## src/rtl/viterbi_ctrl_pkg.sv

```systemverilog
// Shared definitions for the Viterbi decoder front-end controller.
package viterbi_ctrl_pkg;

  typedef enum logic [2:0] {
    ST_IDLE  = 3'd0,
    ST_RUN   = 3'd1,
    ST_FLUSH = 3'd2,
    ST_DRAIN = 3'd3,
    ST_TB    = 3'd4,
    ST_DONE  = 3'd5
  } state_e;

  // BMU stage codes: the first two trellis steps start from the known zero state
  localparam logic [1:0] STG_FIRST  = 2'd0;
  localparam logic [1:0] STG_SECOND = 2'd1;
  localparam logic [1:0] STG_BMU    = 2'd2;

  localparam logic [1:0] TAIL_PAIR  = 2'b00;

  localparam int DEF_MAX_LEN  = 32;
  localparam int DEF_TAIL_LEN = 2;
  localparam int DEF_PIPE_LAT = 3;

endpackage

```

## src/rtl/viterbi_stage_sel.sv

```systemverilog
// Maps the issued-pair count to the BMU stage code.
module viterbi_stage_sel
  import viterbi_ctrl_pkg::*;
#(
  parameter int CW = 6
) (
  input  logic [CW-1:0] sym_cnt_i,
  output logic [1:0]    stage_o
);

  // first two pairs use the reduced start-up stages, everything after is steady state
  always_comb begin
    if (sym_cnt_i == '0)           stage_o = STG_FIRST;
    else if (sym_cnt_i == CW'(1))  stage_o = STG_SECOND;
    else                           stage_o = STG_BMU;
  end

endmodule

```

## src/rtl/viterbi_ctrl.sv

```systemverilog
// Frame controller: feeds received pairs and zero tail to the BMU chain,
// waits for the path metrics to settle, then hands off to traceback.
module viterbi_ctrl
  import viterbi_ctrl_pkg::*;
#(
  parameter int MAX_LEN  = DEF_MAX_LEN,
  parameter int TAIL_LEN = DEF_TAIL_LEN,
  parameter int PIPE_LAT = DEF_PIPE_LAT
) (
  input  logic                                    clk,
  input  logic                                    rst,
  input  logic                                    in_valid,
  input  logic [1:0]                              in_pair,
  input  logic                                    in_last,
  output logic                                    in_ready,
  output logic [1:0]                              bmu_pair,
  output logic [1:0]                              bmu_stage,
  output logic                                    bmu_valid,
  output logic                                    tb_start,
  output logic [$clog2(MAX_LEN+TAIL_LEN+1)-1:0]   tb_len,
  input  logic                                    tb_done,
  output logic                                    frame_done,
  output logic                                    overrun
);

  localparam int CW = $clog2(MAX_LEN+TAIL_LEN+1);
  localparam int TW = (TAIL_LEN > 0) ? $clog2(TAIL_LEN+1) : 1;
  localparam int DW = (PIPE_LAT > 0) ? $clog2(PIPE_LAT+1) : 1;

  state_e        state_q, state_d;
  logic [CW-1:0] sym_cnt_q, sym_cnt_d;
  logic [TW-1:0] tail_cnt_q, tail_cnt_d;
  logic [DW-1:0] drain_cnt_q, drain_cnt_d;
  logic [CW-1:0] tb_len_q, tb_len_d;
  logic [1:0]    pair_q, pair_d;
  logic [1:0]    stage_q, stage_d;
  logic          valid_q, valid_d;
  logic          tb_start_q, tb_start_d;
  logic          frame_done_q, frame_done_d;
  logic          overrun_q, overrun_d;
  logic [1:0]    stage_w;
  logic          accept;
  logic [CW-1:0] sym_cnt_inc;

  viterbi_stage_sel #(.CW(CW)) u_stage_sel (
    .sym_cnt_i (sym_cnt_q),
    .stage_o   (stage_w)
  );

  assign in_ready    = (state_q == ST_IDLE) || (state_q == ST_RUN);
  assign accept      = in_valid && in_ready;
  // saturating so a malformed frame can never wrap the depth count
  assign sym_cnt_inc = (sym_cnt_q == CW'(MAX_LEN+TAIL_LEN)) ? sym_cnt_q : sym_cnt_q + CW'(1);

  // next-state and output-register decode
  always_comb begin
    state_d      = state_q;
    sym_cnt_d    = sym_cnt_q;
    tail_cnt_d   = tail_cnt_q;
    drain_cnt_d  = drain_cnt_q;
    tb_len_d     = tb_len_q;
    pair_d       = pair_q;
    stage_d      = stage_q;
    valid_d      = 1'b0;
    tb_start_d   = 1'b0;
    frame_done_d = 1'b0;
    overrun_d    = 1'b0;
    unique case (state_q)
      ST_IDLE, ST_RUN: begin
        if (accept) begin
          valid_d   = 1'b1;
          pair_d    = in_pair;
          stage_d   = stage_w;
          sym_cnt_d = sym_cnt_inc;
          state_d   = ST_RUN;
          if (in_last) begin
            state_d    = ST_FLUSH;
            tail_cnt_d = '0;
          end else if (sym_cnt_q == CW'(MAX_LEN-1)) begin
            // frame hit the length cap: truncate and flag it
            state_d    = ST_FLUSH;
            tail_cnt_d = '0;
            overrun_d  = 1'b1;
          end
        end
      end
      ST_FLUSH: begin
        valid_d    = 1'b1;
        pair_d     = TAIL_PAIR;
        stage_d    = stage_w;
        sym_cnt_d  = sym_cnt_inc;
        tail_cnt_d = tail_cnt_q + TW'(1);
        if (tail_cnt_q == TW'(TAIL_LEN-1)) begin
          state_d     = ST_DRAIN;
          drain_cnt_d = '0;
        end
      end
      ST_DRAIN: begin
        // first DRAIN cycle still shows the last tail pair, hence count to PIPE_LAT inclusive
        if (drain_cnt_q == DW'(PIPE_LAT)) begin
          tb_len_d   = sym_cnt_q;
          tb_start_d = 1'b1;
          state_d    = ST_TB;
        end else begin
          drain_cnt_d = drain_cnt_q + DW'(1);
        end
      end
      ST_TB: begin
        // tb_done is not trusted in the cycle the start pulse is still out
        if (tb_done && !tb_start_q) begin
          state_d      = ST_DONE;
          frame_done_d = 1'b1;
        end
      end
      ST_DONE: begin
        sym_cnt_d = '0;
        state_d   = ST_IDLE;
      end
      default: state_d = ST_IDLE;
    endcase
  end

  // state, counters and output registers
  always_ff @(posedge clk or negedge rst) begin
    if (!rst) begin
      state_q      <= ST_IDLE;
      sym_cnt_q    <= '0;
      tail_cnt_q   <= '0;
      drain_cnt_q  <= '0;
      tb_len_q     <= '0;
      pair_q       <= '0;
      stage_q      <= '0;
      valid_q      <= 1'b0;
      tb_start_q   <= 1'b0;
      frame_done_q <= 1'b0;
      overrun_q    <= 1'b0;
    end else begin
      state_q      <= state_d;
      sym_cnt_q    <= sym_cnt_d;
      tail_cnt_q   <= tail_cnt_d;
      drain_cnt_q  <= drain_cnt_d;
      tb_len_q     <= tb_len_d;
      pair_q       <= pair_d;
      stage_q      <= stage_d;
      valid_q      <= valid_d;
      tb_start_q   <= tb_start_d;
      frame_done_q <= frame_done_d;
      overrun_q    <= overrun_d;
    end
  end

  assign bmu_pair   = pair_q;
  assign bmu_stage  = stage_q;
  assign bmu_valid  = valid_q;
  assign tb_start   = tb_start_q;
  assign tb_len     = tb_len_q;
  assign frame_done = frame_done_q;
  assign overrun    = overrun_q;

endmodule

```

## config.mk

```make
export PLATFORM = sky130hd
export DESIGN_NAME = viterbi_ctrl
export DESIGN_NICKNAME = d
export VERILOG_FILES = /design/src/rtl/viterbi_ctrl_pkg.sv /design/src/rtl/viterbi_stage_sel.sv /design/src/rtl/viterbi_ctrl.sv
export SDC_FILE = /design/constraint.sdc
export NUM_CORES = 1
export LEC_CHECK = 0
export ABC_AREA = 1
export CORE_AREA = 2 2 57 59
export CTS_CLUSTER_SIZE = 40
export DETAILED_ROUTE_END_ITERATION = 10
export DIE_AREA = 0 0 59 61
export GPL_ROUTABILITY_DRIVEN = 0
export PLACE_DENSITY = 0.73
export SLEW_MARGIN = 15
export SYNTH_ARGS = -nofsm -noshare
export SYNTH_HDL_FRONTEND = slang
export SYNTH_SLANG_ARGS = --single-unit
export TNS_END_PERCENT = 1
```

## constraint.sdc

```tcl
create_clock -name clk -period 2.9 [get_ports clk]
set_input_delay 0.435 -clock clk [delete_from_list [all_inputs] [get_ports clk]]
set_output_delay 0.435 -clock clk [all_outputs]
set_load 0.02 [all_outputs]
```

==> flow_metrics.py, run 1 <==
metrics = {
    "cts": {
        "clock_sinks": 27,
        "cts_buffers": 3,
        "cts-root-buf": "clkbuf_4",
        "htree_num_levels": 1,
        "clockBufferDepth": 2,
        "cts_setup_buffers": 0,
        "clk_pin_slew_worst_paths_ps": 140,
        "cts_tree": "built",
        "clock_latency_ps": 320,
        "hold_buffers": 0,
        "cts.repair.resized": 0,
    },
    "pwr": {
        "static-leakage-power_uw": 0.000859,
        "finalPower_uw": 1640,
        "irDropWorstVdd_uv": 462,
        "p_per_area_nw_per_um2": 965,
    },
    "route": {
        "vias": 1162,
        "wl_per_cell_um": 12.0,
        "totalWireLength_mm": 2.73,
        "dr.pass1.iters": 4,
        "final_antenna_net_count": 0,
        "first_iter_violations": 63,
        "viasPerCell": 5.12,
        "drc": 0,
    },
    "synth": {
        "ys_seq_elements": 27,
        "syn_inst": 173,
        "synthAdderAreaFrac": 0.0518,
        "ys_types": 24,
        "synthMuxAreaShare": 0,
        "yosysTopAreaCellShare": 0.466,
        "synth_compound_area_frac": 0.0881,
        "synth-simple-area-share": 0.300,
        "yosys.area.top_type": "dfrtp_1",
        "synth_area_per_cell_um2": 8.38,
        "synth_area_leaders": "dfrtp_1 47%, nand2_1 14%, nand3_1 5.5%",
        "synthesis.nets": 186,
        "ys_warn_count": 0,
        "synth_top_family_by_area": "simple AND/OR/NAND/NOR gates",
        "synth_area_um2": 1450,
        "ys_seq_area_frac": 0.466,
        "yosys.area_share.xor_xnor": 0.0181,
    },
    "floorplan": {
        "top_level_ports": 22,
        "die_w_um": 59,
        "start_util": 0.491,
        "die-area_um2": 3600,
        "die_h_um": 61,
        "rows": 20,
        "core_area_um2": 2950,
    },
    "worst_setup_path": {
        "path_class": "reg -> out",
        "cp.required_ps": 2470,
        "cp.arrival_ps": 1700,
        "crit_path_start_kind": "register",
        "cp_max_fo": 8,
        "cp-end-kind": "primary output",
    },
    "flow_run": {
        "drv_cap": 0,
    },
    "global_routing": {
        "grt_max_degree": 28,
        "antenna_found_initial": 0,
        "grt_overflow_total": 0,
        "grt_usage": 0.167,
        "grt_pass1_vias": 1084,
        "grt_pass1_wl_mm": 4.57,
    },
    "place": {
        "post_dp_cell_area_um2": 1670,
        "port_buffers": 21,
        "dpl.hpwl_mm": 2.10,
    },
    "outcome": {
        "status": "finished, final reports clean",
    },
    "sta": {
        "worstMarginPinSlew_ps": 443,
        "fin_crit_sh": 0.735,
        "fin_hold_ws_ps": 462,
        "hold_violations": 0,
        "fin_setup_tns_ps": 0,
        "rsz0062_at_grt": "no",
        "finalClockSkew_ps": 1.33,
        "finalWorstPathRequiredPeriod_ps": 2130,
        "max_freq_ghz": 0.469,
        "setup_viol": 0,
        "slew_violations": 0,
        "timing.slew.headroom": 0.704,
    },
    "finish": {
        "nets": 208,
        "stdcell_area_um2": 1700,
        "syn2layout_area_growth_pct": 17.0,
        "final_core_util": 0.574,
        "drive_above_1_share": 0.134,
        "insertedDiodeCount": 0,
    },
    "min_path": {
        "hold_class": "in -> async",
    },
}
## critical path: stages, from the launching register on
cell             delay [ps]
dfrtp_1                 540
nor2_8                  210
clkdlybuf4s50_1         620
## per-layer routing
metal / GRT usage / part of all wire / vias up
met5: 0 / 0 / -
met4: 0.0779 / 0.0055 / 0
met3: 0.0235 / 0.025 / 2
met2: 0.283 / 0.52 / 16
met1: 0.213 / 0.45 / 556
li1: - / - / 588
## synth_stat cells
cell type	count
ha_1	6
and3_1	1
inv_1	16
nor2_8	1
a21oi_1	1
dfrtp_1	27
o21ai_0	4
nand4_1	2
nand3_2	2
inv_2	3
xor2_1	3
nor3_1	1
nand2_1	54
nor2_1	10
buf_6	1
o21ai_1	3
nand3_1	16
buf_2	1
or2_0	2
a21oi_2	1
nand2_2	4
o21ai_2	9
buf_4	3
nor2_2	2
## registers in the layout, summed over array words and instances, names as in the netlist
signal and count:
bmu_stage 2, bmu_valid 1, sym_cnt_q 6, overrun 1, state_q 3, tb_start 1
drain_cnt_q 2, frame_done 1, bmu_pair 2, tail_cnt_q 2, tb_len 6
## cells by family (layout without fill, tap and decap cells)
| group | count (synthesis) | in the layout |
|---|---|---|
| compound gates | 18 | 18 |
| fa+ha+maj | 6 | 6 |
| simple gates | 95 | 95 |
| flops | 27 | 27 |
| buf+inv | 24 | 45 |
| xor+xnor | 3 | 3 |
## cells in the final DEF (no fill, tap or decap)
master,netlist,routed
a21oi_1,1,1
and3_1,1,1
nand4_1,2,2
clkdlybuf4s50_1,0,21
clkbuf_4,0,3
buf_4,3,1
nand3_1,16,16
o21ai_0,4,4
nor2_8,1,1
inv_1,16,16
o21ai_1,3,3
nor2_2,2,2
clkbuf_1,0,1
nand2_1,54,54
nor3_1,1,1
nand2_2,4,4
a21oi_2,1,1
nand3_2,2,2
ha_1,6,6
xor2_1,3,3
nor2_1,10,10
o21ai_2,9,9
inv_2,3,3
or2_0,2,2
dfrtp_1,27,27
## stage by stage
step / worst slack (ps) / cells
floorplan: 1720 / 173
global placement: 1140 / 223
detailed placement: 1070 / 223
CTS: 750 / 227
global route: 681 / 227
finish: 768 / 227
## final cells by class
class | instances | area [um2]
multi-input cells | 122 | 663
repair buffers | 22 | 218
clock buffers | 4 | 26.3
flip-flops and latches | 27 | 676
fillers | 281 | 1260
well taps | 33 | 41.3
inverters | 19 | 71.3
## power by group
part | switching (uW) | internal (uW) | total (uW)
registers | 145 | 508 | 653
clock network | 107 | 53.8 | 161
logic | 488 | 334 | 823
## worst paths after layout
kind	from	endpoint	slack, ps	depth (start not counted)
max in group asynchronous	rst	tb_len[3]	2180	2
worst min register to register	drain_cnt_q[0]	drain_cnt_q[0]	490	1
worst min-delay path	rst	drain_cnt_q[0]	460	2
worst max-delay path	state_q[2]	in_ready	770	2
min in group clk	drain_cnt_q[0]	drain_cnt_q[0]	490	1
worst max register to register	state_q[1]	sym_cnt_q[4]	1280	7
No activity file was read; power rests on OpenSTA's default activity.
==> inputs of run 2 (changes only) <==
==> constraint.sdc (replaced) <==
create_clock -name clk -period 2.22 [get_ports clk]
set_input_delay 0.333 -clock clk [delete_from_list [all_inputs] [get_ports clk]]
set_output_delay 0.333 -clock clk [all_outputs]
set_load 0.02 [all_outputs]
==> results of run 2 <==
Same layout as run 1 (identical final DEF). Status: finished, final reports clean.
Among the figures that moved: setup slack after placement 1070 ps -> 490 ps; setup slack after layout 768 ps -> 190 ps; hold slack 462 ps -> 360 ps; register-to-register setup slack 1280 ps -> 600 ps; total power 1640 uW -> 2140 uW; worst IR drop on VDD 462 uV -> 603 uV
==> inputs of run 3 (changes only) <==
--- a/config.mk
+++ b/config.mk
@@ -6,12 +6,11 @@
 export NUM_CORES = 1
 export LEC_CHECK = 0
 export ABC_AREA = 1
-export CORE_AREA = 2 2 57 59
+export CORE_AREA = 2 2 68 70
 export CTS_CLUSTER_SIZE = 40
 export DETAILED_ROUTE_END_ITERATION = 10
-export DIE_AREA = 0 0 59 61
+export DIE_AREA = 0 0 70 72
 export GPL_ROUTABILITY_DRIVEN = 0
-export PLACE_DENSITY = 0.73
 export SLEW_MARGIN = 15
 export SYNTH_ARGS = -nofsm -noshare
 export SYNTH_HDL_FRONTEND = slang
==> run 3 against run 2 <==
Clock power increased by 40%. Power increased by 3.3%. Sequential cell count unchanged. Clock-buffer cell count decreased by 1. Cell count increased by 8.4%. Critical endpoint unchanged. Largest cell class unchanged. Largest power group unchanged.
==> flow_metrics.py, run 3 (synthesis gave the netlist of run 1 again) <==
metrics = {
    "outcome": {
        "status": "finished, final reports clean",
    },
    "sta": {
        "rsz0062_at_grt": "no",
        "slew_violations": 0,
        "setup_viol": 0,
        "finalWorstPathRequiredPeriod_ps": 2000,
        "fin_crit_sh": 0.901,
        "fin_setup_tns_ps": 0,
        "worstMarginPinSlew_ps": 445,
        "post-route-worst-setup-slack_ps": 220,
        "hold_violations": 0,
        "timing.slew.headroom": 0.702,
        "finalClockSkew_ps": 11.6,
        "max_freq_ghz": 0.500,
    },
    "worst_setup_path": {
        "crit_path_start_kind": "register",
        "cp.depth": 2,
        "cp.arrival_ps": 1670,
        "path_class": "reg -> out",
        "cp_max_fo": 8,
        "cp_num_buf_inv": 1,
        "crit_chain": "nor2_8, clkdlybuf4s50_1",
        "reg2reg_depth": 7,
        "cp-end-kind": "primary output",
        "critical_path.top_delay_family": "buffers and inverters",
        "cpPeakStageDelay_ps": 630,
        "cp.required_ps": 1890,
        "critPathSlowestCell": "clkdlybuf4s50_1",
    },
    "pwr": {
        "static-leakage-power_uw": 0.000866,
        "irDropWorstVdd_uv": 361,
        "p_per_area_nw_per_um2": 1270,
        "finalPower_uw": 2210,
    },
    "route": {
        "wl_per_cell_um": 11.2,
        "totalWireLength_mm": 2.76,
        "viasPerCell": 4.63,
        "dr.pass1.iters": 4,
        "vias": 1140,
        "first_iter_violations": 35,
        "drc": 0,
        "final_antenna_net_count": 0,
    },
    "place": {
        "dp.cells": 242,
        "dpl.hpwl_mm": 2.09,
        "dpl_worst_slack_ps": 519,
        "port_buffers": 21,
    },
    "global_routing": {
        "grt_usage": 0.116,
        "grt_pass1_vias": 1024,
        "grt_pass1_wl_mm": 4.63,
        "grt_max_degree": 28,
        "grt_overflow_total": 0,
        "antenna_found_initial": 0,
    },
    "finish": {
        "nets": 208,
        "mostFrequentLayoutCells": "54 x nand2_1, 27 x dfrtp_1, 21 x clkdlybuf4s50_1",
        "insertedDiodeCount": 0,
        "drive_above_1_share": 0.139,
        "final_core_util": 0.408,
        "syn2layout_area_growth_pct": 20.2,
        "instances_no_fill": 246,
        "mostFrequentLayoutCell": "nand2_1",
    },
    "floorplan": {
        "die_w_um": 70,
        "die-area_um2": 5040,
        "die_h_um": 72,
        "top_level_ports": 22,
        "rows": 24,
        "start_util": 0.340,
        "core_area_um2": 4260,
    },
    "cts": {
        "cts-root-buf": "clkbuf_8",
        "hold_buffers": 0,
        "htree_num_levels": 1,
        "clk_pin_slew_worst_paths_ps": 110,
        "cts_setup_buffers": 0,
        "clock_latency_ps": 280,
        "cts_tree": "built",
        "cts.repair.resized": 0,
        "clockBufferDepth": 2,
        "cts_buffers": 3,
        "clock_sinks": 27,
    },
    "min_path": {
        "hold_class": "in -> async",
    },
    "flow_run": {
        "drv_cap": 0,
    },
}
## run 3: cell types whose count changed in the layout (fill, tap and decap cells not counted), sizes merged
| cell | previous run | this run |
|---|---|---|
| clkbuf | 4 | 3 |
| clkinvlp | 0 | 1 |
## run 3: power by group
part / leakage [uW] / switching, uW / internal, uW
logic: 0.000491 / 627 / 437
registers: 0.000353 / 187 / 664
clock network: 0.0000217 / 167 / 128
## run 3: per-layer routing
layer,GRT usage,part of all wire,wire length (um),vias to the layer above
met2,0.188,0.49,1340,13
met5,0,0,0,-
met4,0.0577,0.014,38,0
met1,0.149,0.48,1320,536
met3,0.0222,0.021,58,2
li1,-,-,-,589
## run 3: worst paths after layout
check	from	to	slack, ps
max reg2reg	state_q[1]	sym_cnt_q[4]	640
max	state_q[2]	in_ready	220
min	rst	tb_len[3]	410
min reg2reg	tail_cnt_q[1]	tail_cnt_q[1]	490
min in group clk	tail_cnt_q[1]	tail_cnt_q[1]	490
max in group asynchronous	rst	bmu_pair[0]	1540
## run 3: area by class of cell
| type | instances | area (um2) |
|---|---|---|
| clock buffer | 3 | 41.3 |
| multi-input combinational | 122 | 663 |
| tap | 52 | 65.1 |
| fill | 427 | 2520 |
| timing repair buffer | 22 | 218 |
| clock inverter | 1 | 7.51 |
| inverter | 19 | 71.3 |
| sequential | 27 | 676 |
## run 3: through the flow
step	hold slack [ps]	instance area, um2
final	414	1740
after global routing	447	1740
after CTS	430	1740
after detailed placement	470	1690
after global placement	460	1690
after floorplan	37.4	1450
